### config.mk
export PLATFORM = sky130hd
export DESIGN_NAME = csa64bit_sub_seq
export DESIGN_NICKNAME = d
export VERILOG_FILES = /design/src/rtl/csa64bit_sub_seq.sv
export SDC_FILE = /design/constraint.sdc
export NUM_CORES = 1
export LEC_CHECK = 0
export CORE_MARGIN = 4
export CORE_UTILIZATION = 45
export DETAILED_ROUTE_END_ITERATION = 8
export DONT_BUFFER_PORTS = 1
export MAX_ROUTING_LAYER = met4
export PLACE_DENSITY = 0.62
export SLEW_MARGIN = 20
export SYNTH_ARGS = -nofsm -noshare
export SYNTH_HDL_FRONTEND = slang
export SYNTH_SLANG_ARGS = --single-unit
### constraint.sdc
create_clock -name clk -period 4.4 [get_ports clk]
set_input_delay 0.44 -clock clk [delete_from_list [all_inputs] [get_ports clk]]
set_output_delay 0.44 -clock clk [all_outputs]
set_load 0.05 [all_outputs]
### src/rtl/csa64bit_sub_seq.sv
// Multi-cycle 64-bit subtractor: diff = a - b, SLICE_W bits per clock from the
// least-significant slice up, with a rippled borrow register between slices.
module csa64bit_sub_seq #(
  parameter int SLICE_W = 16,
  parameter int NSLICE  = 64 / SLICE_W
) (
  input  logic        clk,
  input  logic        rst,
  input  logic [63:0] a,
  input  logic [63:0] b,
  input  logic        in_valid,
  output logic        in_ready,
  output logic [63:0] diff,
  output logic        b_out,
  output logic        out_valid,
  input  logic        out_ready
);

  localparam int IDXW = (NSLICE > 1) ? $clog2(NSLICE) : 1;
  localparam logic [IDXW-1:0] IDX_LAST = IDXW'(NSLICE - 1);

  generate
    if (!(SLICE_W == 8 || SLICE_W == 16 || SLICE_W == 32 || SLICE_W == 64) ||
        (NSLICE * SLICE_W != 64)) begin : g_bad_slice_w
      $error("csa64bit_sub_seq: SLICE_W must be 8, 16, 32 or 64 and NSLICE = 64/SLICE_W");
    end
  endgenerate

  typedef enum logic [1:0] {IDLE, CALC, DONE} state_t;

  state_t          state;
  logic [63:0]     a_r, b_r;
  logic [IDXW-1:0] idx;
  logic            br;
  logic [SLICE_W:0] slice_sum;

  // a + ~b + ~br: top bit is the inverted borrow out of this slice
  always_comb begin
    slice_sum = {1'b0, a_r[idx*SLICE_W +: SLICE_W]}
              + {1'b0, ~b_r[idx*SLICE_W +: SLICE_W]}
              + {{SLICE_W{1'b0}}, ~br};
  end

  assign in_ready = (state == IDLE);

  always_ff @(posedge clk) begin
    if (rst) begin
      state     <= IDLE;
      a_r       <= '0;
      b_r       <= '0;
      idx       <= '0;
      br        <= 1'b0;
      diff      <= '0;
      b_out     <= 1'b0;
      out_valid <= 1'b0;
    end else begin
      case (state)
        IDLE: if (in_valid) begin
          a_r   <= a;
          b_r   <= b;
          idx   <= '0;
          br    <= 1'b0;
          state <= CALC;
        end
        CALC: begin
          diff[idx*SLICE_W +: SLICE_W] <= slice_sum[SLICE_W-1:0];
          br <= ~slice_sum[SLICE_W];
          if (idx == IDX_LAST) begin
            b_out     <= ~slice_sum[SLICE_W];
            out_valid <= 1'b1;
            idx       <= '0;
            state     <= DONE;
          end else begin
            idx <= idx + 1'b1;
          end
        end
        DONE: if (out_ready) begin
          out_valid <= 1'b0;
          state     <= IDLE;
        end
        default: state <= IDLE;
      endcase
    end
  end

endmodule

==> key figures <==
Outcome
  • Status: complete, no violations

Yosys
  • Mapped Cells: 1015
  • Area share of the largest cell type after synthesis: 46.06%
  • Post-Synth Adder-Cell Area: 3.501%
  • Avg Inst Size Synth: 8.520 um^2
  • Most common cell in the netlist: nand2_1
  • Warnings from Yosys: 0
  • Post-synth top cells: 277 x nand2_1, 199 x dfxtp_1, 162 x a21oi_1, 69 x nor2_1, 65 x clkbuf_1
  • Largest family of logic cells by synthesized area: simple AND/OR/NAND/NOR gates
  • EDFF count, synth: 0
  • FF+latch count, synth: 199
  • Synth Area in XOR/XNOR: 0.9115%
  • Synth area leader: dfxtp_1
  • Post-synthesis cell type count: 49
  • Synth Area in Compound Gates: 16.71%
  • Ranking of synthesized cells by area: dfxtp_1 46%, nand2_1 12%, a21oi_1 9.4%
  • Netlist Area Pre-Place: 8648 um^2
  • Post-Syn Nets: 1170
  • Post-synthesis mux area share: 8.796%
  • Share of flip-flops with an asynchronous set or reset: 0%
  • Post-synthesis simple-gate area fraction: 19.52%
  • Ys flop type: dfxtp_1
  • Post-synthesis sequential area ratio: 46.06%

GRT
  • Global Route Usage Sum: 21.02%
  • Grt total ovfl: 0
  • Global-route wire length before repair: 34.80 mm
  • Initial antenna violation count: 0
  • Number of global-route vias before repair: 6370
  • Largest net degree at the start of global routing: 212

Routing
  • First-pass DRT Iterations: 5
  • Avg Vias per Cell: 5.500
  • Final ANT Viol Nets: 0
  • Routed vias: 6831
  • Iteration-0 DRC Markers: 507
  • Routed WL: 22.78 mm
  • DR DRC count: 0
  • Routed wire length per instance: 18.34 um

STA
  • Fmax: 277.7 MHz
  • RSZ-0062 raised after global routing: no
  • # setup viols final: 0
  • Layout Skew: 0.01013 ns
  • Relative slew slack: 27.14%
  • Final period util: 81.84%
  • Slew @ Worst Pin: 1.089 ns
  • Setup TNS Final: 0 ns
  • Final Max Tran Viols: 0
  • Fin. Hold Viols: 0
  • Hold_ws: 0.07035 ns
  • Post-route minimum period: 3.601 ns

Power
  • Comb pwr share: 16.1%
  • Max VDD drop: 270.7 uV
  • Switch share: 30.14%
  • Design Power: 4228 uW
  • P_leak: 0.003444 uW
  • Share of power burned in registers: 47.4%
  • Switch Pwr: 1274 uW
  • Clock power share: 36.5%
  • Power Density: 450.7 nW/um^2
  • Cell Int Power: 2954 uW

Floorplan
  • Row count: 50
  • Initial Util: 45.93%
  • Die H: 146.6 um
  • IO Pins: 199
  • Die X: 146.6 um
  • DIE AREA: 21500 um^2
  • Total core area: 18830 um^2

Critical path
  • Req. time, crit path: 4.78 ns
  • Critical path arrival: 3.98 ns
  • Setup crit end kind: flip-flop
  • Crit-path max FO: 23
  • Startpoint Class: flip-flop
  • Setup CP Type: reg -> reg

CTS
  • CTS HTree Levels: 4
  • Clk sinks: 199
  • Root buffer cell: clkbuf_16
  • Post-CTS Resized: 0
  • Num CTS Buffers: 17
  • Worst-path clk slew: 0.07 ns
  • TritonCTS clock tree: built
  • Post-CTS Hold Buffers: 0
  • Setup bufs post-CTS: 0
  • CTS max path bufs: 2
  • Worst skew pair latency: 0.44 ns

Place
  • Port Buffers: 0
  • Dpl hpwl: 16.40 mm
  • Placer congestion estimate: 0.8056

Finish
  • Multi-input gate area: 4297 um^2
  • Filler cells: 1818
  • FF+latch area: 3986 um^2
  • N_diodes: 0
  • NumNets Final: 1124
  • Area delta synth->final: 8.478%
  • Layout cells sized above 1: 8.961%

Job
  • Max-cap viol count: 0

Worst hold path
  • Hold WC Path Type: in -> reg
==> power groups by stage <==
| stage | Sequential [uW] | Combinational, uW | Clock [uW] |
|---|---|---|---|
| 6_report | 2000 | 681 | 1540 |
| 4_1_cts | 2000 | 684 | 1560 |
| 3_3_place_gp | 2040 | 678 | 0 |
| 3_5_place_dp | 2050 | 682 | 0 |
| 2_1_floorplan | 2020 | 542 | 0 |
| 5_1_grt | 2010 | 753 | 1630 |
==> area by class of cell <==
type | count | area share [%]
repair buffers | 10 | 1.067
clock inverters | 14 | 1.494
well taps | 260 | 3.468
flip-flops and latches | 199 | 42.49
inverters | 25 | 1.000
multi-input cells | 716 | 45.80
clock buffers | 18 | 4.681
==> metal layers <==
metal	track usage (%)	wire length [um]	part of all wire [%]	vias to the layer above
met4	5.174	245	1.1	0
met5	-	0	0	-
met3	5.866	1784	7.8	23
met1	28.84	10450	46	3199
met2	30.86	10300	45	222
li1	-	-	-	3387
==> path summary, 6_finish.rpt <==
path	start	to	slack, ns	cells past startpoint
worst min-delay path	rst	diff[48]$_SDFFE_PP0P_	0.07	1
worst max register to register	idx[0]$_SDFFE_PP0P_	diff[40]$_SDFFE_PP0P_	0.80	12
worst min register to register	a_r[49]$_SDFFE_PP0P_	a_r[49]$_SDFFE_PP0P_	0.45	2
worst max-delay path	idx[0]$_SDFFE_PP0P_	diff[40]$_SDFFE_PP0P_	0.80	12
==> metrics by stage <==
step           worst slack [ns]  instances  cell area, um^2  utilization, %
2_1_floorplan            0.6888       1015             8648               -
3_3_place_gp             0.8253       1210             8802           46.74
4_1_cts                  0.7705       1242             9382           49.82
3_5_place_dp             0.7901       1210             8802           46.74
6_report                 0.7992       1242             9382           49.82
5_1_grt                  0.4611       1242             9382           49.82
==> state kept, by name, indices dropped and copies added, names as in the netlist <==
signal     flops
b_out          1
idx            2
state          2
br             1
a_r           64
out_valid      1
diff          64
b_r           64
==> logic make-up (layout without fill, tap and decap cells) <==
group,after synthesis,count (layout)
simple gates,404,404
compound gates,244,244
flops,199,199
buf+inv,100,67
mux,36,36
fa+ha+maj,23,23
xor+xnor,9,9
==> critical path: stages (launching register included) <==
cell and delay, ns:
dfxtp_2 0.69, buf_12 0.29, mux4_2 0.25, inv_1 0.06, fa_1 0.45, fa_1 0.42, nor2b_1 0.18, o2111ai_1 0.15
nand2_1 0.18, a21o_1 0.13, a21oi_1 0.15, or4_1 0.50, nand3_1 0.08
==> cells in the final DEF (no fill, tap or decap), types with 7 or more instances in the layout <==
cell type	instances
a21oi_1	162
dfxtp_1	197
buf_4	8
inv_1	25
xnor2_1	7
ha_1	21
o21ai_0	9
mux4_2	32
nand3_1	13
nor2_1	68
nand2_1	276
clkbuf_16	17
a22oi_1	35
No activity file was read; power rests on OpenSTA's default activity.
